**src/rtl/fir_tap_sequencer_if.sv**
```systemverilog
// Sample-in / result-out / coefficient-write bundle for fir_tap_sequencer.
// slave = the FIR engine, master = the sample source / result sink side.
interface fir_tap_sequencer_if #(
  parameter int DATA_WIDTH  = 16,
  parameter int COEFF_WIDTH = 16,
  parameter int TAPS        = 8,
  parameter int ACC_WIDTH   = DATA_WIDTH + COEFF_WIDTH + $clog2(TAPS)
);
  localparam int AW = $clog2(TAPS);

  // Handshakes: a transfer happens on a rising edge where valid && ready are both
  // high; the offering side holds its payload and valid stable until that edge.
  logic signed [DATA_WIDTH-1:0]  in_data;
  logic                          in_valid;
  logic                          in_ready;
  logic                          coef_wr_en;
  logic [AW-1:0]                 coef_wr_addr;
  logic signed [COEFF_WIDTH-1:0] coef_wr_data;
  logic signed [ACC_WIDTH-1:0]   out_data;
  logic                          out_valid;
  logic                          out_ready;
  logic                          busy;
  logic [1:0]                    state_dbg;

  modport master (
    output in_data, in_valid, coef_wr_en, coef_wr_addr, coef_wr_data, out_ready,
    input  in_ready, out_data, out_valid, busy, state_dbg
  );

  modport slave (
    input  in_data, in_valid, coef_wr_en, coef_wr_addr, coef_wr_data, out_ready,
    output in_ready, out_data, out_valid, busy, state_dbg
  );
endinterface

```
**src/rtl/fir_tap_sequencer.sv**
```systemverilog
// Time-multiplexed FIR: one signed MAC walks all TAPS coefficients per accepted sample.
// Optional FIR_TAP_SEQUENCER_FLUSH_EN adds a flush input that clears the sample history.
module fir_tap_sequencer #(
  parameter int DATA_WIDTH  = 16,
  parameter int COEFF_WIDTH = 16,
  parameter int TAPS        = 8,
  parameter int ACC_WIDTH   = DATA_WIDTH + COEFF_WIDTH + $clog2(TAPS)
) (
  input  logic clk,
  input  logic rst,
`ifdef FIR_TAP_SEQUENCER_FLUSH_EN
  input  logic flush,
`endif
  fir_tap_sequencer_if.slave bus
);
  localparam int AW = $clog2(TAPS);
  localparam int PW = DATA_WIDTH + COEFF_WIDTH;

  typedef enum logic [1:0] {
    IDLE = 2'd0,
    MAC  = 2'd1,
    OUT  = 2'd2
  } state_t;

  state_t state, state_nxt;

  logic [AW-1:0]                 k;
  logic [AW-1:0]                 base;
  logic [AW-1:0]                 wr_ptr;
  logic [AW-1:0]                 wr_ptr_inc;
  logic [AW-1:0]                 tap_idx;
  logic signed [DATA_WIDTH-1:0]  x_mem [TAPS];
  logic signed [COEFF_WIDTH-1:0] c_mem [TAPS];
  logic signed [ACC_WIDTH-1:0]   acc;
  logic signed [PW-1:0]          prod;
  logic                          accept;
  logic                          last_tap;
  logic                          coef_wr_ok;
  logic                          flush_req;

`ifdef FIR_TAP_SEQUENCER_FLUSH_EN
  assign flush_req = flush;
`else
  assign flush_req = 1'b0;
`endif

  assign last_tap   = (k == AW'(TAPS - 1));
  assign wr_ptr_inc = (wr_ptr == AW'(TAPS - 1)) ? '0 : wr_ptr + 1'b1;
  assign coef_wr_ok = (state == IDLE) && bus.coef_wr_en &&
                      ({1'b0, bus.coef_wr_addr} < (AW + 1)'(TAPS));

  // Delay-line slot holding the sample k steps older than the one at base.
  always_comb begin
    tap_idx = '0;
    if (base >= k) tap_idx = base - k;
    else           tap_idx = AW'(({1'b0, base} + (AW + 1)'(TAPS)) - {1'b0, k});
  end

  assign prod = PW'(c_mem[k]) * PW'(x_mem[tap_idx]);

  always_ff @(posedge clk or posedge rst) begin
    if (rst) state <= IDLE;
    else     state <= state_nxt;
  end

  always_comb begin
    state_nxt = state;
    accept    = 1'b0;
    case (state)
      IDLE: begin
        if (bus.in_valid && !flush_req) begin
          accept    = 1'b1;
          state_nxt = MAC;
        end
      end
      MAC:     if (last_tap) state_nxt = OUT;
      OUT:     if (bus.out_ready) state_nxt = IDLE;
      default: state_nxt = IDLE;
    endcase
  end

  always_ff @(posedge clk or posedge rst) begin
    if (rst) begin
      k      <= '0;
      base   <= '0;
      wr_ptr <= '0;
      acc    <= '0;
      for (int i = 0; i < TAPS; i++) begin
        x_mem[i] <= '0;
        c_mem[i] <= '0;
      end
    end else begin
      if (coef_wr_ok) c_mem[bus.coef_wr_addr] <= bus.coef_wr_data;
      if (state == IDLE && flush_req) begin
        wr_ptr <= '0;
        for (int i = 0; i < TAPS; i++) x_mem[i] <= '0;
      end else if (accept) begin
        x_mem[wr_ptr] <= bus.in_data;
        base          <= wr_ptr;
        wr_ptr        <= wr_ptr_inc;
        acc           <= '0;
        k             <= '0;
      end else if (state == MAC) begin
        acc <= acc + ACC_WIDTH'(prod);
        k   <= last_tap ? '0 : k + 1'b1;
      end
    end
  end

  assign bus.in_ready  = (state == IDLE) && !flush_req;
  assign bus.out_valid = (state == OUT);
  assign bus.out_data  = acc;
  assign bus.busy      = (state != IDLE);
  assign bus.state_dbg = state;

  // A stalled result must stay put until the sink takes it.
  property p_out_hold;
    @(posedge clk) disable iff (rst)
      (bus.out_valid && !bus.out_ready) |=> (bus.out_valid && $stable(bus.out_data));
  endproperty
  a_out_hold: assert property (p_out_hold);
endmodule

```
**src/flat_wrapper.sv**
```systemverilog
// flat-port wrapper written by rule: the top's interface ports become plain ports
module fir_tap_sequencer_flat 
#(
  parameter int DATA_WIDTH  = 16,
  parameter int COEFF_WIDTH = 16,
  parameter int TAPS        = 8,
  parameter int ACC_WIDTH   = DATA_WIDTH + COEFF_WIDTH + $clog2(TAPS)
)
  (clk, rst, bus_in_data, bus_in_valid, bus_coef_wr_en, bus_coef_wr_addr, bus_coef_wr_data, bus_out_ready, bus_in_ready, bus_out_data, bus_out_valid, bus_busy, bus_state_dbg);
  fir_tap_sequencer_if #(.DATA_WIDTH(DATA_WIDTH), .COEFF_WIDTH(COEFF_WIDTH), .TAPS(TAPS), .ACC_WIDTH(ACC_WIDTH)) bus_i ();
  input  logic clk;
  input  logic rst;
  input wire logic [$bits(bus_i.in_data)-1:0] bus_in_data;
  input wire logic [$bits(bus_i.in_valid)-1:0] bus_in_valid;
  input wire logic [$bits(bus_i.coef_wr_en)-1:0] bus_coef_wr_en;
  input wire logic [$bits(bus_i.coef_wr_addr)-1:0] bus_coef_wr_addr;
  input wire logic [$bits(bus_i.coef_wr_data)-1:0] bus_coef_wr_data;
  input wire logic [$bits(bus_i.out_ready)-1:0] bus_out_ready;
  output wire logic [$bits(bus_i.in_ready)-1:0] bus_in_ready;
  output wire logic [$bits(bus_i.out_data)-1:0] bus_out_data;
  output wire logic [$bits(bus_i.out_valid)-1:0] bus_out_valid;
  output wire logic [$bits(bus_i.busy)-1:0] bus_busy;
  output wire logic [$bits(bus_i.state_dbg)-1:0] bus_state_dbg;
  assign bus_i.in_data = bus_in_data;
  assign bus_i.in_valid = bus_in_valid;
  assign bus_i.coef_wr_en = bus_coef_wr_en;
  assign bus_i.coef_wr_addr = bus_coef_wr_addr;
  assign bus_i.coef_wr_data = bus_coef_wr_data;
  assign bus_i.out_ready = bus_out_ready;
  assign bus_in_ready = bus_i.in_ready;
  assign bus_out_data = bus_i.out_data;
  assign bus_out_valid = bus_i.out_valid;
  assign bus_busy = bus_i.busy;
  assign bus_state_dbg = bus_i.state_dbg;
  fir_tap_sequencer #(.DATA_WIDTH(DATA_WIDTH), .COEFF_WIDTH(COEFF_WIDTH), .TAPS(TAPS), .ACC_WIDTH(ACC_WIDTH)) u_core (.clk(clk), .rst(rst), .bus(bus_i));
endmodule
```
**config.mk**
```make
export PLATFORM = sky130hd
export DESIGN_NAME = fir_tap_sequencer_flat
export DESIGN_NICKNAME = d
export VERILOG_FILES = /design/src/rtl/fir_tap_sequencer_if.sv /design/src/rtl/fir_tap_sequencer.sv /design/src/flat_wrapper.sv
export SDC_FILE = /design/constraint.sdc
export NUM_CORES = 1
export LEC_CHECK = 0
export BUFFER_PORTS_ARGS = -buffer_cell sky130_fd_sc_hd__buf_2
export CAP_MARGIN = 20
export CORE_MARGIN = 3
export CORE_UTILIZATION = 50
export DETAILED_ROUTE_END_ITERATION = 7
export PLACE_DENSITY = 0.66
export SYNTH_ARGS = -nofsm -noshare
export SYNTH_HDL_FRONTEND = slang
export SYNTH_SLANG_ARGS = --single-unit
```
**constraint.sdc**
```tcl
create_clock -name clk -period 31 [get_ports clk]
set_clock_uncertainty 0.2 [all_clocks]
set_input_delay 6.2 -clock clk [delete_from_list [all_inputs] [get_ports clk]]
set_output_delay 6.2 -clock clk [all_outputs]
set_load 0.005 [all_outputs]
```
# After elaboration in Yosys (flattened, before gate mapping)
# Index checks and enable logic that the tools add are counted.
# Widths: inputs -> output; s select.
dict set report word_totals {
  latchBits 0
  rom_bits 0
  word_cells 78
  reg_bits 302
  in_bits 40
  out_inout_bits 40
  n_memories 0
  ramBits 0
}
dict set report op_classes {
  n_lt_le_gt_ge 7
  multipliers 1
  muxes 25
  bitwise 4
  n_eq_ne 7
  shifts 0
  reduce_logical 7
  n_addsub 6
  n_div 0
}
# operator count
set ops {}
lappend ops {{$bwmux 128} 2}
lappend ops {{$bmux 16 s3} 2}
lappend ops {{$demux 16 s3} 2}
lappend ops {{$mux 16} 6}
lappend ops {{$mux 35} 2}
lappend ops {{$add 35x32->35} 1}
lappend ops {{$mul 16x16->32} 1}
lappend ops {{$ge 4x4->1 const B} 4}
lappend ops {{$not 3->4} 4}
lappend ops {{$mux 3} 5}
lappend ops {{$add 3x1->3 const B} 3}
lappend ops {{$lt 4x1->1 const B} 2}
lappend ops {{$eq 3x3->1 const B} 2}
lappend ops {{$mux 2} 3}
lappend ops {{$pmux 2 s3} 1}
lappend ops {{$sub 3x3->3} 2}
lappend ops {{$ne 2x2->1 const B} 2}
lappend ops {{$reduce_bool 2->1} 2}
lappend ops {{$ge 3x3->1} 1}
lappend ops {{$logic_and 1x1->1} 3}
lappend ops {{$reduce_and 3->1} 1}
lappend ops {{$eq 2x1->1 const B} 1}
lappend ops {{$eq 2x2->1 const B} 1}
lappend ops {{$logic_not 2->1} 1}
lappend ops {{2 further kinds} 3}

# Longest topological paths before layout
# Gate-level depths: netlist of run 1.
dict set report depth {
  depth_word 11
  depth_mapped 33
  ltp_nobuf 30
}

# Worst setup path before layout of run 1
# Ideal clock, no wire load.
dict set report synth_timing {
  path_type {reg2reg}
  startpoint {register u_core.k[1]}
  endpoint {register u_core.acc[29], in the netlist u_core.bus.out_data[29]}
  path_stages_with_launch 31
  setup_slack_ns 21.627
  n_path_buf 5
  setup_time_ns 0.122
  synth_period_minus_slack_ns 9.373
  t_required_ns 30.678
  t_arrival_ns 9.052
  cell_sequence {dfrtp_1 -> clkbuf_1 -> clkbuf_1 -> clkbuf_1 -> inv_1 -> fa_1 -> xor2_1 -> xnor2_1 -> buf_2 -> mux4_2 -> mux2_2 -> nand2_1 -> inv_1 -> fa_1 -> fa_1 -> fa_1 -> fa_1 -> fa_1 -> inv_1 -> fa_1 -> inv_1 -> ha_1 -> clkbuf_1 -> nand2_1 -> nor2_1 -> and3_1 -> a2111oi_1 -> o31ai_1 -> a21oi_1 -> nand3b_1 -> a32o_1}
}
dict set report synth_via {
  elab_chain_len 10
  word_cells_on_any_way 16
  cone_classes {add/sub (3); mul (1); order compare (1); mux (9); bitwise (2)}
}
# element line
set synth_rtl {}
lappend synth_rtl {{start: declaration} fir_tap_sequencer.sv:27} ;# logic [AW-1:0] k;
lappend synth_rtl {{start signal: assignment} fir_tap_sequencer.sv:105} ;# k <= last_tap ? '0 : k + 1'b1;
lappend synth_rtl {{$sub 3x3->3 (tied with other cells)} fir_tap_sequencer.sv:56} ;# else tap_idx = AW'(({1'b0, base} + (AW + 1)'(TAPS)) - {1'b0, k});
lappend synth_rtl {{$mux 3} fir_tap_sequencer.sv:55} ;# if (base >= k) tap_idx = base - k;
lappend synth_rtl {{$not 3->4 (implied by the code)} fir_tap_sequencer.sv:59} ;# assign prod = PW'(c_mem[k]) * PW'(x_mem[tap_idx]);
lappend synth_rtl {{$bmux 16 s3} fir_tap_sequencer.sv:59}
lappend synth_rtl {{$mux 16 (implied by the code) (2 in a row)} fir_tap_sequencer.sv:59}
lappend synth_rtl {{$mul 16x16->32 *} fir_tap_sequencer.sv:59}
lappend synth_rtl {{$add 35x32->35 *} fir_tap_sequencer.sv:104} ;# acc <= acc + ACC_WIDTH'(prod);
lappend synth_rtl {{$mux 35 *} fir_tap_sequencer.sv:103} ;# end else if (state == MAC) begin
lappend synth_rtl {{$mux 35 *} fir_tap_sequencer.sv:97} ;# end else if (accept) begin
lappend synth_rtl {{end signal: assignment} fir_tap_sequencer.sv:104}
lappend synth_rtl {{end: declaration} fir_tap_sequencer.sv:34} ;# logic signed [ACC_WIDTH-1:0] acc;
# Mark *: on every way between the ends. The rest lies on a longest branch, timed or not. The select of a mux whose other input is x is not followed.
# A chain may end at the register's enable or synchronous reset.

# Worst setup path in the final report of run 1
dict set report layout_timing {
  startpoint {register u_core.k[1]}
  endpoint {register u_core.acc[34], in the netlist u_core.bus.out_data[34]}
}
# Same word-level chain as after synthesis.

==> out/metrics.csv, run 1 <==
metric,value,unit
outcome,completed,
grt total ovfl,0,
DRT Pass-1 Iters,5,
Post-CTS Hold Fix Bufs,0,
asr flop ratio synth,1.00,
r2r endpoint,u_core.bus.out_data[34]$_DFFE_PP0P_,
first-pass GRT wire length,92800,um
CP Capture Type,flop,
clk sink count,302,
IO buf count,79,
GRT Overall Usage,0.229,
CP Capture Point,u_core.bus.out_data[34]$_DFFE_PP0P_,
Mapped Cells,2102,
"Clk Latency, worst-skew pair",0.56,ns
crit path DAT,10.11,ns
fin crit period,9.92,ns
vias per cell,5.44,
Slew headroom,0.280,
Crit path top cell by count,fa_1,
largest net degree at the start of global routing,191,
Antenna Nets Post-Route,0,
Worst-path clk slew,0.07,ns
RSZ-0062 raised after global routing,no,
layout cells sized above 1,0.219,
crit path max-delay cell type,mux2i_2,
die area,51800,sq um
Min Hold Slack,0.284,ns
Core Area,48100,sq um
"commonest cells after routing, fill and taps aside","inv_1, fa_1, dfrtp_1, mux2_2, nand2_1",
Hold Path Class,reg2reg,
clk root buf,clkbuf_16,
Yosys top cell area share,0.308,
starting DRC count in detailed routing,1157,
Final setup violation count,0,
vias in the first global route,16800,
Worst EP required,31.20,ns
Starting Density,0.510,
setup TNS,0,ns
synthesized net count,2562,
CP peak stage delay,0.80,ns
Final GP Congestion,0.971,
detailed placer's ending HPWL,42600,um
Slew Limit Fails,0,
Die Wd,228,um
Max Cap Viol,0,
# Post-CTS Setup Buffers,0,
Yosys reg bits,302,
Worst Hold Depth,1,
post-detailed-route wirelength per cell,19.9,um
Synth area leader,dfrtp_1,
Final nets,2631,
initial antenna violation count,5,
Area Growth Syn to Fin,9.46,%
clock buffer depth,3,
Yosys warning count,0,
residual DRC count,0,
CTS tree,yes,
Resized Gates After CTS,0,
drt total wl,56700,um
fmax,101,MHz
Crit. Startpoint,u_core.k[1]$_DFFE_PP0P_,
sequential-to-total area share from yosys stat,0.308,
FF-to-FF Start,u_core.k[1]$_DFFE_PP0P_,
Final Cycle Share,0.320,
Startpoint Class,flop,
Mapped Avg Cell Area,11.7,sq um
synth top area cells,"dfrtp_1, fa_1, mux2_2",
"leading cell type in the layout, fill and taps excluded",inv_1,
fill count,3994,
via count,15500,
TritonCTS buffer count,34,
Post-Synthesis Cell Area,24500,sq um
final hold vios,0,
synth unique cells,57,
CTS H-tree lvls,2,
Die H,228,um
Main synth FF type,dfrtp_1,
I/O Pins,80,
CP Class,reg2reg,
R2R depth,28,
critical path peak fanout,34,
R2R Setup Slk,21.08,ns
number of synthesized flops with an enable pin,0,
Slew @ Worst Pin,1.08,ns
row cnt,80,
==> worst max-delay path: cells and delay by family, from the launching register on <==
kind                     cells  cell delay, ns
flip-flops                   1            0.33
buffers and inverters        7            1.50
AO/OA/AOI/OAI                5            1.16
adder cells (fa/ha/maj)      8            3.86
XOR/XNOR                     3            0.55
multiplexers                 2            1.39
AND/OR/NAND/NOR              3            0.72
==> cell usage after synthesis, types with 5 or more instances <==
library cell and count:
nor3b_1 6, nor3_1 5, mux2_2 242, nand2b_1 7, inv_2 9, o21ai_1 19, a211oi_1 7, fa_1 311
o21ai_0 30, ha_1 109, and3_1 6, xnor2_1 22, a21o_1 8, mux2i_1 24, o21bai_1 7, inv_1 356
and2_1 9, dfrtp_1 302, nor2b_1 7, nor2_1 152, clkbuf_1 50, a21oi_1 23, o21a_1 6, mux2_1 37
nand2_1 181, buf_2 19, xor2_1 11, nand3_1 17, mux4_2 64
==> area by class of cell <==
class,instances,area (sq um),area share
diodes,2,5.00,0.000186
clock buffers,47,961,0.0358
clock inverters,12,189,0.00703
inverters,365,1380,0.0513
multi-input cells,1363,15300,0.571
flip-flops and latches,302,7560,0.281
well taps,656,821,0.0306
repair buffers,105,614,0.0229
==> state kept, by name (all words and copies together) (netlist names) <==
register / flops
u_core.bus.state_dbg: 2
u_core.x_mem: 128
u_core.c_mem: 128
u_core.wr_ptr: 3
u_core.bus.out_data: 35
u_core.k: 3
u_core.base: 3
==> worst min-delay path by stage <==
stage | from | to
2_1_floorplan | u_core.c_mem[10]$_DFFE_PP0P_ | u_core.c_mem[10]$_DFFE_PP0P_
3_3_place_gp | u_core.x_mem[3]$_DFFE_PP0P_ | u_core.x_mem[3]$_DFFE_PP0P_
3_5_place_dp | u_core.x_mem[6]$_DFFE_PP0P_ | u_core.x_mem[6]$_DFFE_PP0P_
4_1_cts | u_core.x_mem[6]$_DFFE_PP0P_ | u_core.x_mem[6]$_DFFE_PP0P_
5_1_grt | u_core.x_mem[16]$_DFFE_PP0P_ | u_core.x_mem[16]$_DFFE_PP0P_
6_report | u_core.x_mem[9]$_DFFE_PP0P_ | u_core.x_mem[9]$_DFFE_PP0P_
==> per-stage QoR <==
| stage | cells | worst slack, ns | instance area [sq um] | utilization |
|---|---|---|---|---|
| 2_1_floorplan | 2102 | 16.25 | 24500 | - |
| 3_3_place_gp | 2787 | 21.31 | 25700 | 0.533 |
| 3_5_place_dp | 2790 | 21.09 | 25700 | 0.534 |
| 4_1_cts | 2849 | 21.07 | 26800 | 0.558 |
| 5_1_grt | 2851 | 20.53 | 26900 | 0.558 |
| 6_report | 2852 | 21.08 | 26900 | 0.558 |
==> routing by layer <==
| layer | GRT usage | routed length [um] | vias up |
|---|---|---|---|
| li1 | - | - | 6949 |
| met1 | 0.321 | 25300 | 8018 |
| met2 | 0.374 | 26800 | 420 |
| met3 | 0.0325 | 2680 | 129 |
| met4 | 0.0755 | 1890 | 6 |
| met5 | 0 | 34 | - |
==> cells by family after synthesis <==
kind of cell    count (synthesis)  synth area share
compound gates                127            0.0329
mux                           371             0.199
xor+xnor                       33            0.0118
buf+inv                       437            0.0678
simple gates                  412            0.0712
fa+ha+maj                     420             0.309
flops                         302             0.308
Power of run 1 is left out: the tool's default activity adds up to more than one toggle a clock period on the data nets, which glitch-free logic cannot reach.
==> run 2: changes to the inputs <==
Settings changed: PLACE_DENSITY 0.66 to 0.69.
Clock period 31 ns to 9.1 ns, I/O delays scaled along.
==> run 2 against run 1 <==
Net effect:
- routed wire length unchanged
- sequential share of layout area down 0.30 points
- final cell count up 1.1%
- register-to-register slack worse by 21 ns
- first-iteration DRC count up 3.9%
- via count up 1.2%
- die area unchanged
- non-clock buffer count up 26
- critical path type unchanged
==> out/metrics.csv, run 2 (synthesis gave the netlist of run 1 again) <==
metric,value,unit
Placed Area,25800,sq um
RSZ-0062 raised after global routing,no,
Startpoint Class,flop,
final hold vios,0,
I/O Pins,80,
residual DRC count,0,
"commonest cells after routing, fill and taps aside","inv_1, fa_1, dfrtp_1, mux2_2, nand2_1",
drt total wl,56700,um
Most Crowded Layer GR,met2,
clk root buf,clkbuf_16,
first-pass GRT wire length,92500,um
vias per cell,5.45,
Area Growth Syn to Fin,10.6,%
Final GP Congestion,0.955,
Hold Path Class,reg2reg,
largest net degree at the start of global routing,89,
critical path peak fanout,9,
Die H,228,um
CP peak stage delay,0.66,ns
Slew Limit Fails,0,
row cnt,80,
detailed placer's ending HPWL,43200,um
fin crit period,8.64,ns
Final Cycle Share,0.950,
Worst-path clk slew,0.07,ns
vias in the first global route,17000,
"leading cell type in the layout, fill and taps excluded",inv_1,
crit path DAT,8.84,ns
fmax,116,MHz
CP Capture Type,flop,
met1 usage,0.312,
initial antenna violation count,7,
R2R Setup Slk,0.46,ns
Core Area,48100,sq um
Worst Hold Depth,1,
Multi-input gate area,15400,sq um
sequential cell area,7560,sq um
"Clk Latency, worst-skew pair",0.55,ns
die area,51800,sq um
Crit path top cell by count,inv_1,
GRT met2 Usage,0.377,
CTS tree,yes,
CP Capture Point,u_core.bus.out_data[34]$_DFFE_PP0P_,
Crit. Startpoint,u_core.base[0]$_DFFE_PP0P_,
FF-to-FF Start,u_core.base[0]$_DFFE_PP0P_,
post-detailed-route wirelength per cell,19.7,um
Slew headroom,0.237,
met3 usage in global routing,0.0435,
CTS H-tree lvls,2,
outcome,completed,
DRT Pass-1 Iters,5,
Final setup violation count,0,
r2r endpoint,u_core.bus.out_data[34]$_DFFE_PP0P_,
Die Wd,228,um
Worst EP required,9.30,ns
Final nets,2658,
Max Cap Viol,0,
fin area,27200,sq um
grt total ovfl,0,
GRT Overall Usage,0.229,
IO buf count,79,
starting DRC count in detailed routing,1202,
R2R depth,30,
TritonCTS buffer count,35,
fill count,3937,
CP Class,reg2reg,
Antenna Nets Post-Route,0,
clk sink count,302,
layout cells sized above 1,0.231,
Slew @ Worst Pin,1.14,ns
setup TNS,0,ns
Starting Density,0.510,
via count,15700,
crit path max-delay cell type,fa_2,
clock buffer depth,3,
## run 2: changes by cell type in the layout (fill, tap and decap cells not counted), sizes merged, moves of 3 or more
cell    previous run  this run
buf              105       131
clkinv             3         7
inv              369       366
clkbuf            47        50
## run 2: per-layer routing
layer / part of all wire / up-vias
met5: 0.00067 / -
met4: 0.029 / 8
met3: 0.056 / 117
met2: 0.48 / 443
met1: 0.44 / 8145
li1: - / 6999
## run 2: repair_timing
action                     4_1_cts  5_1_grt
setup buffers                    0        8
setup endpoints to repair        0       10
hold buffers                     0        0
resized for setup                0       10
## run 2: how the worst min path moves through the flow
| stage | to | startpoint | slack, ns |
|---|---|---|---|
| after floorplan | u_core.c_mem[10]$_DFFE_PP0P_ | u_core.c_mem[10]$_DFFE_PP0P_ | 0.25 |
| after global placement | u_core.x_mem[3]$_DFFE_PP0P_ | u_core.x_mem[3]$_DFFE_PP0P_ | 0.26 |
| after detailed placement | u_core.c_mem[9]$_DFFE_PP0P_ | u_core.c_mem[9]$_DFFE_PP0P_ | 0.27 |
| after CTS | u_core.c_mem[9]$_DFFE_PP0P_ | u_core.c_mem[9]$_DFFE_PP0P_ | 0.29 |
| after global routing | u_core.x_mem[0]$_DFFE_PP0P_ | u_core.x_mem[0]$_DFFE_PP0P_ | 0.30 |
| final | u_core.c_mem[13]$_DFFE_PP0P_ | u_core.c_mem[13]$_DFFE_PP0P_ | 0.28 |
## run 2: final cells by class
type / instances / share of cell area
clock inverter: 13 / 0.00631
inverter: 365 / 0.0506
multi-input combinational: 1363 / 0.566
timing repair buffer: 131 / 0.0320
antenna: 3 / 0.000276
sequential: 302 / 0.278
tap: 656 / 0.0302
clock buffer: 50 / 0.0366
## run 2: metrics by stage
step	hold slack (ns)	utilization	setup slack, ns	instances
4_1_cts	0.286	0.560	0.187	2868
3_3_place_gp	0.263	0.536	0.333	2805
2_1_floorplan	0.253	-	0.0852	2102
3_5_place_dp	0.273	0.536	0.165	2805
5_1_grt	0.298	0.564	0.0202	2881
6_report	0.283	0.564	0.457	2883
## run 2: critical path: cells and delay by family, from the launching register on
family	cells	cell delay (ns)
adders and majority gates	9	4.14
muxes	2	0.90
and+or+nand+nor	4	0.83
AOI/OAI and AO/OA	4	0.73
xor gates and xnor gates	3	0.67
buffers and inverters	8	0.66
DFF	1	0.37
Power of run 2 is left out for the same reason.
==> run 3: changes to the inputs <==
Settings changed: PLACE_DENSITY 0.69 to 0.81.
==> run 3 against run 2 <==
Net effect:
- clock-buffer cell count shrank 5
- die area unchanged
- cell area fell by 0.69%
- critical path type unchanged
- critical path depth is 1 higher
- sequential cell count is the same
- routed wire length is 3.1% higher
- utilization shrank 0.39 points
- critical endpoint unchanged
==> out/metrics.csv, run 3 (synthesis gave the netlist of run 1 again) <==
metric,value,unit
outcome,completed,
starting DRC count in detailed routing,1375,
CP peak stage delay,0.64,ns
CTS tree,yes,
"commonest cells after routing, fill and taps aside","inv_1, fa_1, dfrtp_1, mux2_2, nand2_1",
DRT Pass-1 Iters,5,
R2R Setup Slk,0.30,ns
Slew Limit Fails,0,
IO buf count,79,
row cnt,80,
Worst EP required,9.32,ns
fill count,3837,
initial antenna violation count,8,
Final GP Congestion,0.925,
Die Wd,228,um
I/O Pins,80,
Slew @ Worst Pin,1.15,ns
post-detailed-route wirelength per cell,20.3,um
crit path DAT,9.02,ns
Final setup violation count,0,
Slew headroom,0.228,
Startpoint Class,flop,
"Clk Latency, worst-skew pair",0.59,ns
Final nets,2650,
vias per cell,5.59,
CP Capture Type,flop,
Final Cycle Share,0.967,
residual DRC count,0,
CTS H-tree lvls,1,
Hold Path Class,reg2reg,
drt total wl,58500,um
layout cells sized above 1,0.228,
Die H,228,um
Worst path top cell family by delay,adder cells,
Antenna Nets Post-Route,0,
clock buffer depth,3,
via count,16100,
final hold vios,0,
die area,51800,sq um
"Buf+Inv Stages, Crit Path",9,
R2R depth,31,
Max Cap Viol,0,
clk sink count,302,
clk root buf,clkbuf_16,
critical path peak fanout,8,
fin crit period,8.80,ns
Area Growth Syn to Fin,9.87,%
crit path max-delay cell type,fa_2,
largest net degree at the start of global routing,201,
Post-CTS Hold Fix Bufs,0,
"leading cell type in the layout, fill and taps excluded",inv_1,
first-pass GRT wire length,95200,um
Core Area,48100,sq um
grt total ovfl,0,
TritonCTS buffer count,31,
detailed placer's ending HPWL,44300,um
CP Class,reg2reg,
Crit path top cell by count,inv_1,
vias in the first global route,17600,
setup TNS,0,ns
Worst-path clk slew,0.06,ns
Worst Hold Depth,1,
Starting Density,0.510,
WP depth,31,
RSZ-0062 raised after global routing,yes,
GRT Overall Usage,0.234,
fmax,114,MHz
==> run 3: cell count changes in the layout (fill, tap and decap cells not counted), moves of 2 or more <==
| cell | delta |
|---|---|
| clkbuf_1 | -2 |
| buf_12 | +2 |
| diode_2 | +2 |
| bufinv_16 | -2 |
| clkbuf_8 | +2 |
| buf_4 | -4 |
| clkbuf_16 | -5 |
| buf_6 | -2 |
| inv_6 | +2 |
==> run 3: what timing repair did <==
| item | CTS | global route |
|---|---|---|
| pin swaps | 1 | 0 |
| endpoints found under the setup margin | 10 | 9 |
| gates resized for setup | 1 | 6 |
| buffers inserted | 2 | 0 |
==> run 3: metal layers <==
layer / up-vias / share of wire / global-route usage
met5: - / 0.00058 / 0
met4: 6 / 0.029 / 0.0704
met3: 136 / 0.070 / 0.0477
met2: 568 / 0.48 / 0.389
met1: 8363 / 0.42 / 0.313
li1: 6985 / - / -
==> run 3: stage by stage <==
stage	setup WS [ns]	instance area, sq um	std cells	hold WS [ns]	util
floorplan	0.0852	24600	2102	0.253	-
global placement	-0.188	25800	2808	0.263	0.537
detailed placement	-0.353	25800	2808	0.274	0.537
CTS	0.151	26900	2865	0.287	0.558
global route	-0.0208	27000	2871	0.304	0.560
finish	0.304	27000	2873	0.285	0.560
==> run 3: cell type report <==
type                       instances  area, sq um  area share
antenna                            5         12.5    0.000464
sequential                       302         7560       0.280
inverter                         365         1370      0.0509
multi-input combinational       1363        15400       0.570
timing repair buffer             127          845      0.0313
clock inverter                    10         92.6     0.00343
clock buffer                      45          888      0.0329
tap                              656          821      0.0304
==> run 3: path summary, 6_finish.rpt <==
kind | from | endpoint
worst max-delay path | u_core.base[0]$_DFFE_PP0P_ | u_core.bus.out_data[34]$_DFFE_PP0P_
worst min-delay path | u_core.x_mem[20]$_DFFE_PP0P_ | u_core.x_mem[20]$_DFFE_PP0P_
worst max register to register | u_core.base[0]$_DFFE_PP0P_ | u_core.bus.out_data[34]$_DFFE_PP0P_
worst min register to register | u_core.x_mem[20]$_DFFE_PP0P_ | u_core.x_mem[20]$_DFFE_PP0P_
max in group asynchronous | rst | u_core.c_mem[41]$_DFFE_PP0P_
min in group asynchronous | rst | u_core.x_mem[116]$_DFFE_PP0P_
==> run 3: worst reg2reg max path, delay by kind of cell, from the launching register on <==
kind,cells,cell delay [ns]
compound gates,4,0.78
xor+xnor,3,0.59
fa+ha+maj,9,4.20
buf+inv,9,0.97
flops,1,0.37
mux,2,0.74
simple gates,4,0.78
Power of run 3 is left out for the same reason.
